==> src/rtl/store_pkg.sv <==
// Shared types for the MEM-stage store path: size encodings, drain FSM states
// and the store queue entry layout.
package store_pkg;

  typedef enum logic [1:0] {
    SZ_BYTE = 2'b00,
    SZ_HALF = 2'b01,
    SZ_WORD = 2'b10,
    SZ_RSVD = 2'b11
  } st_size_e;

  typedef enum logic {
    IDLE,
    REQ
  } drain_state_e;

  typedef struct packed {
    logic [29:0] waddr;
    logic [31:0] data;
    logic [3:0]  be;
  } st_entry_t;

endpackage

==> src/rtl/store_lane_align.sv <==
// Combinational lane steering: replicates narrow store data across byte lanes,
// builds byte enables and flags misaligned or reserved-size requests.
module store_lane_align
  import store_pkg::*;
(
  input  st_size_e    size,
  input  logic [1:0]  addr_lo,
  input  logic [31:0] data,
  output logic [31:0] wdata,
  output logic [3:0]  be,
  output logic        misaligned
);

  // NOTE: every output gets a default before the case so no path leaves one
  // unassigned; a missing default here would infer a latch.
  always_comb begin
    wdata      = '0;
    be         = '0;
    misaligned = 1'b0;
    case (size)
      SZ_BYTE: begin
        wdata = {4{data[7:0]}};
        be    = 4'b0001 << addr_lo;
      end
      SZ_HALF: begin
        wdata      = {2{data[15:0]}};
        be         = addr_lo[1] ? 4'b1100 : 4'b0011;
        misaligned = addr_lo[0];
      end
      SZ_WORD: begin
        wdata      = data;
        be         = 4'b1111;
        misaligned = (addr_lo != 2'b00);
      end
      default: misaligned = 1'b1;
    endcase
  end

endmodule

==> src/rtl/store_narrow_unit.sv <==
// MEM-stage store narrowing plus a small FIFO write buffer draining to data
// memory over req/ack, with a load-vs-pending-store hazard flag.
module store_narrow_unit
  import store_pkg::*;
#(
  parameter int DEPTH = 2
) (
  input  logic        clk,
  input  logic        rst_n,
  input  logic        st_valid,
  output logic        st_ready,
  input  logic [1:0]  st_size,
  input  logic [31:0] st_addr,
  input  logic [31:0] st_data,
  output logic        mem_req,
  input  logic        mem_ack,
  output logic [31:0] mem_addr,
  output logic [31:0] mem_wdata,
  output logic [3:0]  mem_be,
  output logic        misalign,
  input  logic [31:0] ld_addr,
  output logic        ld_hazard,
  output logic        busy
);

  localparam int PTR_W = $clog2(DEPTH);
  localparam logic [PTR_W:0]   CNT_ONE  = 1;
  localparam logic [PTR_W:0]   CNT_FULL = (PTR_W+1)'(DEPTH);
  localparam logic [PTR_W-1:0] PTR_ONE  = 1;

  st_entry_t        fifo_q [DEPTH];
  logic [PTR_W-1:0] wr_ptr_q, wr_ptr_d, rd_ptr_q, rd_ptr_d;
  logic [PTR_W:0]   count_q, count_d;
  drain_state_e     state_q, state_d;
  logic             misalign_q, misalign_d;
  logic             busy_q, busy_d;

  logic [31:0] al_wdata;
  logic [3:0]  al_be;
  logic        al_misaligned;
  logic        accept, push, pop;
  st_entry_t   head, new_entry;
  logic [PTR_W-1:0] idx;

  store_lane_align u_align (
    .size       (st_size_e'(st_size)),
    .addr_lo    (st_addr[1:0]),
    .data       (st_data),
    .wdata      (al_wdata),
    .be         (al_be),
    .misaligned (al_misaligned)
  );

  assign st_ready  = (count_q != CNT_FULL);
  assign accept    = st_valid && st_ready;
  assign push      = accept && !al_misaligned;
  assign pop       = (state_q == REQ) && mem_ack;
  assign new_entry = '{waddr: st_addr[31:2], data: al_wdata, be: al_be};

  always_comb begin
    wr_ptr_d   = push ? wr_ptr_q + PTR_ONE : wr_ptr_q;
    rd_ptr_d   = pop  ? rd_ptr_q + PTR_ONE : rd_ptr_q;
    case ({push, pop})
      2'b10:   count_d = count_q + CNT_ONE;
      2'b01:   count_d = count_q - CNT_ONE;
      default: count_d = count_q;
    endcase

    state_d = state_q;
    case (state_q)
      IDLE: if (count_q != '0) state_d = REQ;
      REQ:  if (mem_ack && count_d == '0) state_d = IDLE;
      default: state_d = IDLE;
    endcase

    misalign_d = accept && al_misaligned;
    // Registered so busy reflects the state and count that are current after the edge.
    busy_d     = (state_d != IDLE) || (count_d != '0);
  end

  // NOTE: sequential state uses non-blocking assignments so every flop samples
  // the pre-edge values of the others; blocking here would create order races.
  always_ff @(posedge clk or negedge rst_n) begin
    if (!rst_n) begin
      wr_ptr_q   <= '0;
      rd_ptr_q   <= '0;
      count_q    <= '0;
      state_q    <= IDLE;
      misalign_q <= 1'b0;
      busy_q     <= 1'b0;
    end else begin
      wr_ptr_q   <= wr_ptr_d;
      rd_ptr_q   <= rd_ptr_d;
      count_q    <= count_d;
      state_q    <= state_d;
      misalign_q <= misalign_d;
      busy_q     <= busy_d;
    end
  end

  // NOTE: queue storage has no reset; validity comes solely from the pointers
  // and count, so clearing the array would only cost reset fan-out.
  always_ff @(posedge clk) begin
    if (push) fifo_q[wr_ptr_q] <= new_entry;
  end

  assign head      = fifo_q[rd_ptr_q];
  assign mem_req   = (state_q == REQ);
  assign mem_addr  = mem_req ? {head.waddr, 2'b00} : '0;
  assign mem_wdata = mem_req ? head.data : '0;
  assign mem_be    = mem_req ? head.be : '0;
  assign misalign  = misalign_q;
  assign busy      = busy_q;

  // Walk entries in queue order from the head; only the first count_q are live.
  always_comb begin
    ld_hazard = 1'b0;
    idx       = '0;
    for (int k = 0; k < DEPTH; k++) begin
      idx = rd_ptr_q + PTR_W'(k);
      if (((PTR_W+1)'(k) < count_q) && (fifo_q[idx].waddr == ld_addr[31:2]))
        ld_hazard = 1'b1;
    end
  end

endmodule

==> config.mk <==
export PLATFORM = sky130hd
export DESIGN_NAME = store_narrow_unit
export DESIGN_NICKNAME = d
export VERILOG_FILES = /design/src/rtl/store_pkg.sv /design/src/rtl/store_lane_align.sv /design/src/rtl/store_narrow_unit.sv
export SDC_FILE = /design/constraint.sdc
export NUM_CORES = 1
export LEC_CHECK = 0
export ABC_CLOCK_PERIOD_IN_PS = 4850
export CAP_MARGIN = 40
export CORE_AREA = 3 3 129 131
export CTS_CLUSTER_DIAMETER = 200
export CTS_CLUSTER_SIZE = 40
export DETAILED_ROUTE_END_ITERATION = 10
export DIE_AREA = 0 0 132 134
export PLACE_DENSITY = 0.73
export SLEW_MARGIN = 20
export SYNTH_ARGS = -nofsm -noshare
export SYNTH_HDL_FRONTEND = slang
export SYNTH_SLANG_ARGS = --single-unit
==> constraint.sdc <==
create_clock -name clk -period 4.85 [get_ports clk]
set_clock_uncertainty 0.1 [all_clocks]
set_input_delay 0.7275 -clock clk [delete_from_list [all_inputs] [get_ports clk]]
set_output_delay 0.7275 -clock clk [all_outputs]
set_load 0.05 [all_outputs]
==> impl_metrics.yaml <==
global_routing:
  antenna_found_initial: 1
  grt_max_degree: 51
  grt_overflow: 0
  grt_pass1_vias: 5021
  grt.total_usage_pct: 18.72
  grt_pass1_wl_um: 25790
yosys:
  ys_ff_latch: 139
  synth_warnings: 0
  avgSynthCellArea_um2: 13.33
  ys_seq_area_share_pct: 59.26
  netlist_area_um2: 6984
  synth_cell_type_count: 31
  synthCells: 524
clocking:
  cts-root-buf: "clkbuf_16"
  clock_latency_ps: 410
  cts.htree.levels: 4
  cts.path.max_buffers: 2
  clkSinkCount: 139
  cts_resized: 0
  holdBufCountCts: 0
  clkTransAtPathRegs_ps: 60
  cts_tree: "done"
  cts_setup_buffers: 0
  numCtsBuffers: 17
route:
  vias_per_cell: 5.019
  drc_errors: 0
  dr.pass1.iters: 4
  vias: 4643
  post_drt_wl_per_cell_um: 17.84
  final_antenna_net_count: 0
  routed_wl_um: 16500
  first_iter_violations: 274
critical_path:
  rr_endpoint: "fifo_q[1][20]"
  cp_max_fo: 50
  worst-setup-path-type: "reg -> out"
  critical_path_arrival_ps: 3520
  worstReg2RegStart: "count_q[0]"
  r2r_slack_ps: 2600
  endpoint_kind: "output port"
  worstPathRequired_ps: 4020
  reg2reg_depth: 6
  startpoint_type: "flip-flop"
timing:
  min_period_ps: 4352
  relSlewSlack_pct: 56.42
  finalHoldViolations: 0
  rsz0062_at_grt: "false"
  finalSetupViolations: 0
  post-route-period-util_pct: 89.74
  fmax_mhz: 229.8
  setup_ws_ps: 497.8
  tns_ps: 0
  tightest_slew_ps: 653.7
  hold_ws_ps: 456.2
  finalMaxSlewViolations: 0
finish:
  final_cell_area_um2: 9627
  final_core_util_pct: 61.27
  finalNonFillerCells: 925
  nets: 801
  final_common_cell: "clkdlybuf4s50_1"
  drive_gt1_share_pct: 6.215
  final_cell_mix: "clkdlybuf4s50_1, edfxtp_1, mux2i_1, nor2b_1, xnor2_1"
  syn_to_final_growth_pct: 37.84
flow_run:
  cap_violations: 0
place:
  placed_area_um2: 8947
  pre_cts_slack_ps: 719.4
  dp_cells: 893
  port_buffers: 170
  gp_congestion: 0.8176
  detailed_place_hpwl_um: 11490
min_path:
  min_to: "wr_ptr_q"
  worstHoldStart: "wr_ptr_q"
  min_path_cells: 1
  hp-class: "reg -> reg"
floorplanning:
  core_um2: 15710
  die_w_um: 132
  start_util_pct: 44.45
  die_height_um: 134
  die_area_um2: 17690
  core.rowCount: 46
  ioPinCount: 175
outcome:
  status: "completed"
power_and_ir_drop:
  powerDensity_nw_per_um2: 653.6
  power.total_mw: 6.292
  p_leak_nw: 3.635
  vdd_ir_drop_max_mv: 0.4071
==> synthesized netlist by cell type, drive strengths merged <==
cell	instances	area share, %
mux2i	106	15
o211ai	1	0.18
nand4	7	0.63
xor2	18	2.3
and2b	1	0.11
o31ai	1	0.11
a21oi	16	1.1
nor4	11	0.99
nor4b	1	0.13
nand2	10	0.54
buf	14	1.3
edfxtp	132	57
conb	1	0.054
nor2	16	0.86
xnor2	46	5.8
nand2b	2	0.18
nor2b	67	6.0
o21a	1	0.11
a2bb2oi	1	0.13
inv	14	0.75
or4	1	0.11
a21o	16	1.7
o21ai	11	0.79
a31oi	1	0.090
clkbuf	15	0.81
nor3	4	0.29
ha	3	0.54
dfrtp	7	2.5
==> metal layers <==
| metal | share of wire [%] | vias to the layer above | track usage (%) |
|---|---|---|---|
| li1 | - | 2231 | - |
| met1 | 42 | 2234 | 22.54 |
| met2 | 49 | 163 | 32.04 |
| met3 | 8.2 | 13 | 6.152 |
| met4 | 1.0 | 2 | 5.893 |
| met5 | 0.079 | - | 0 |
==> cell type report <==
type / instances / area (um2)
clock inverter: 13 / 247.7
timing repair buffer: 181 / 1817
inverter: 14 / 52.55
tap: 216 / 270.3
sequential: 139 / 4143
antenna: 1 / 2.502
fill: 1202 / 6086
clock buffer: 18 / 429.2
multi-input combinational: 343 / 2665
==> sequential cells by signal (all words and copies together), names as in the netlist <==
signal    flops
mem_req       1
fifo_q      132
rd_ptr_q      1
wr_ptr_q      1
misalign      1
busy          1
count_q       2
==> how the worst max path moves through the flow <==
stage | slack [ps] | end | cells after the start | from
after floorplan | 2 | fifo_q[0][0] | 4 | st_size[0]
after global placement | 680 | ld_hazard | 7 | ld_addr[5]
after detailed placement | 720 | ld_hazard | 7 | ld_addr[5]
after CTS | 510 | ld_hazard | 8 | rd_ptr_q
after global routing | 270 | ld_hazard | 8 | rd_ptr_q
final | 500 | ld_hazard | 8 | rd_ptr_q
==> logic make-up after synthesis <==
family	count (synthesis)	synth area share (%)
AND/OR/NAND/NOR	120	9.817
flip-flops	139	59.26
adder cells (fa/ha/maj)	3	0.5375
AO/OA/AOI/OAI	48	4.264
XOR/XNOR	64	8.026
multiplexers	106	15.19
other	1	0.05369
buffers and inverters	43	2.848
==> report_power, final <==
group	switching [mW]	total [mW]	internal, mW
clock network	0.472	1.48	1.01
logic	2.02	3.21	1.19
registers	0.0978	1.60	1.50
total	2.59	6.29	3.71
==> worst max-delay path: stages (launching register included) <==
cell and delay, ps:
dfrtp_4 560, buf_12 350, mux2i_1 390, xor2_1 200, nand4_1 110, nor4_1 400, nand4_1 120, o21ai_0 110
clkdlybuf4s50_1 840
Power figures use the tool's default switching activity.
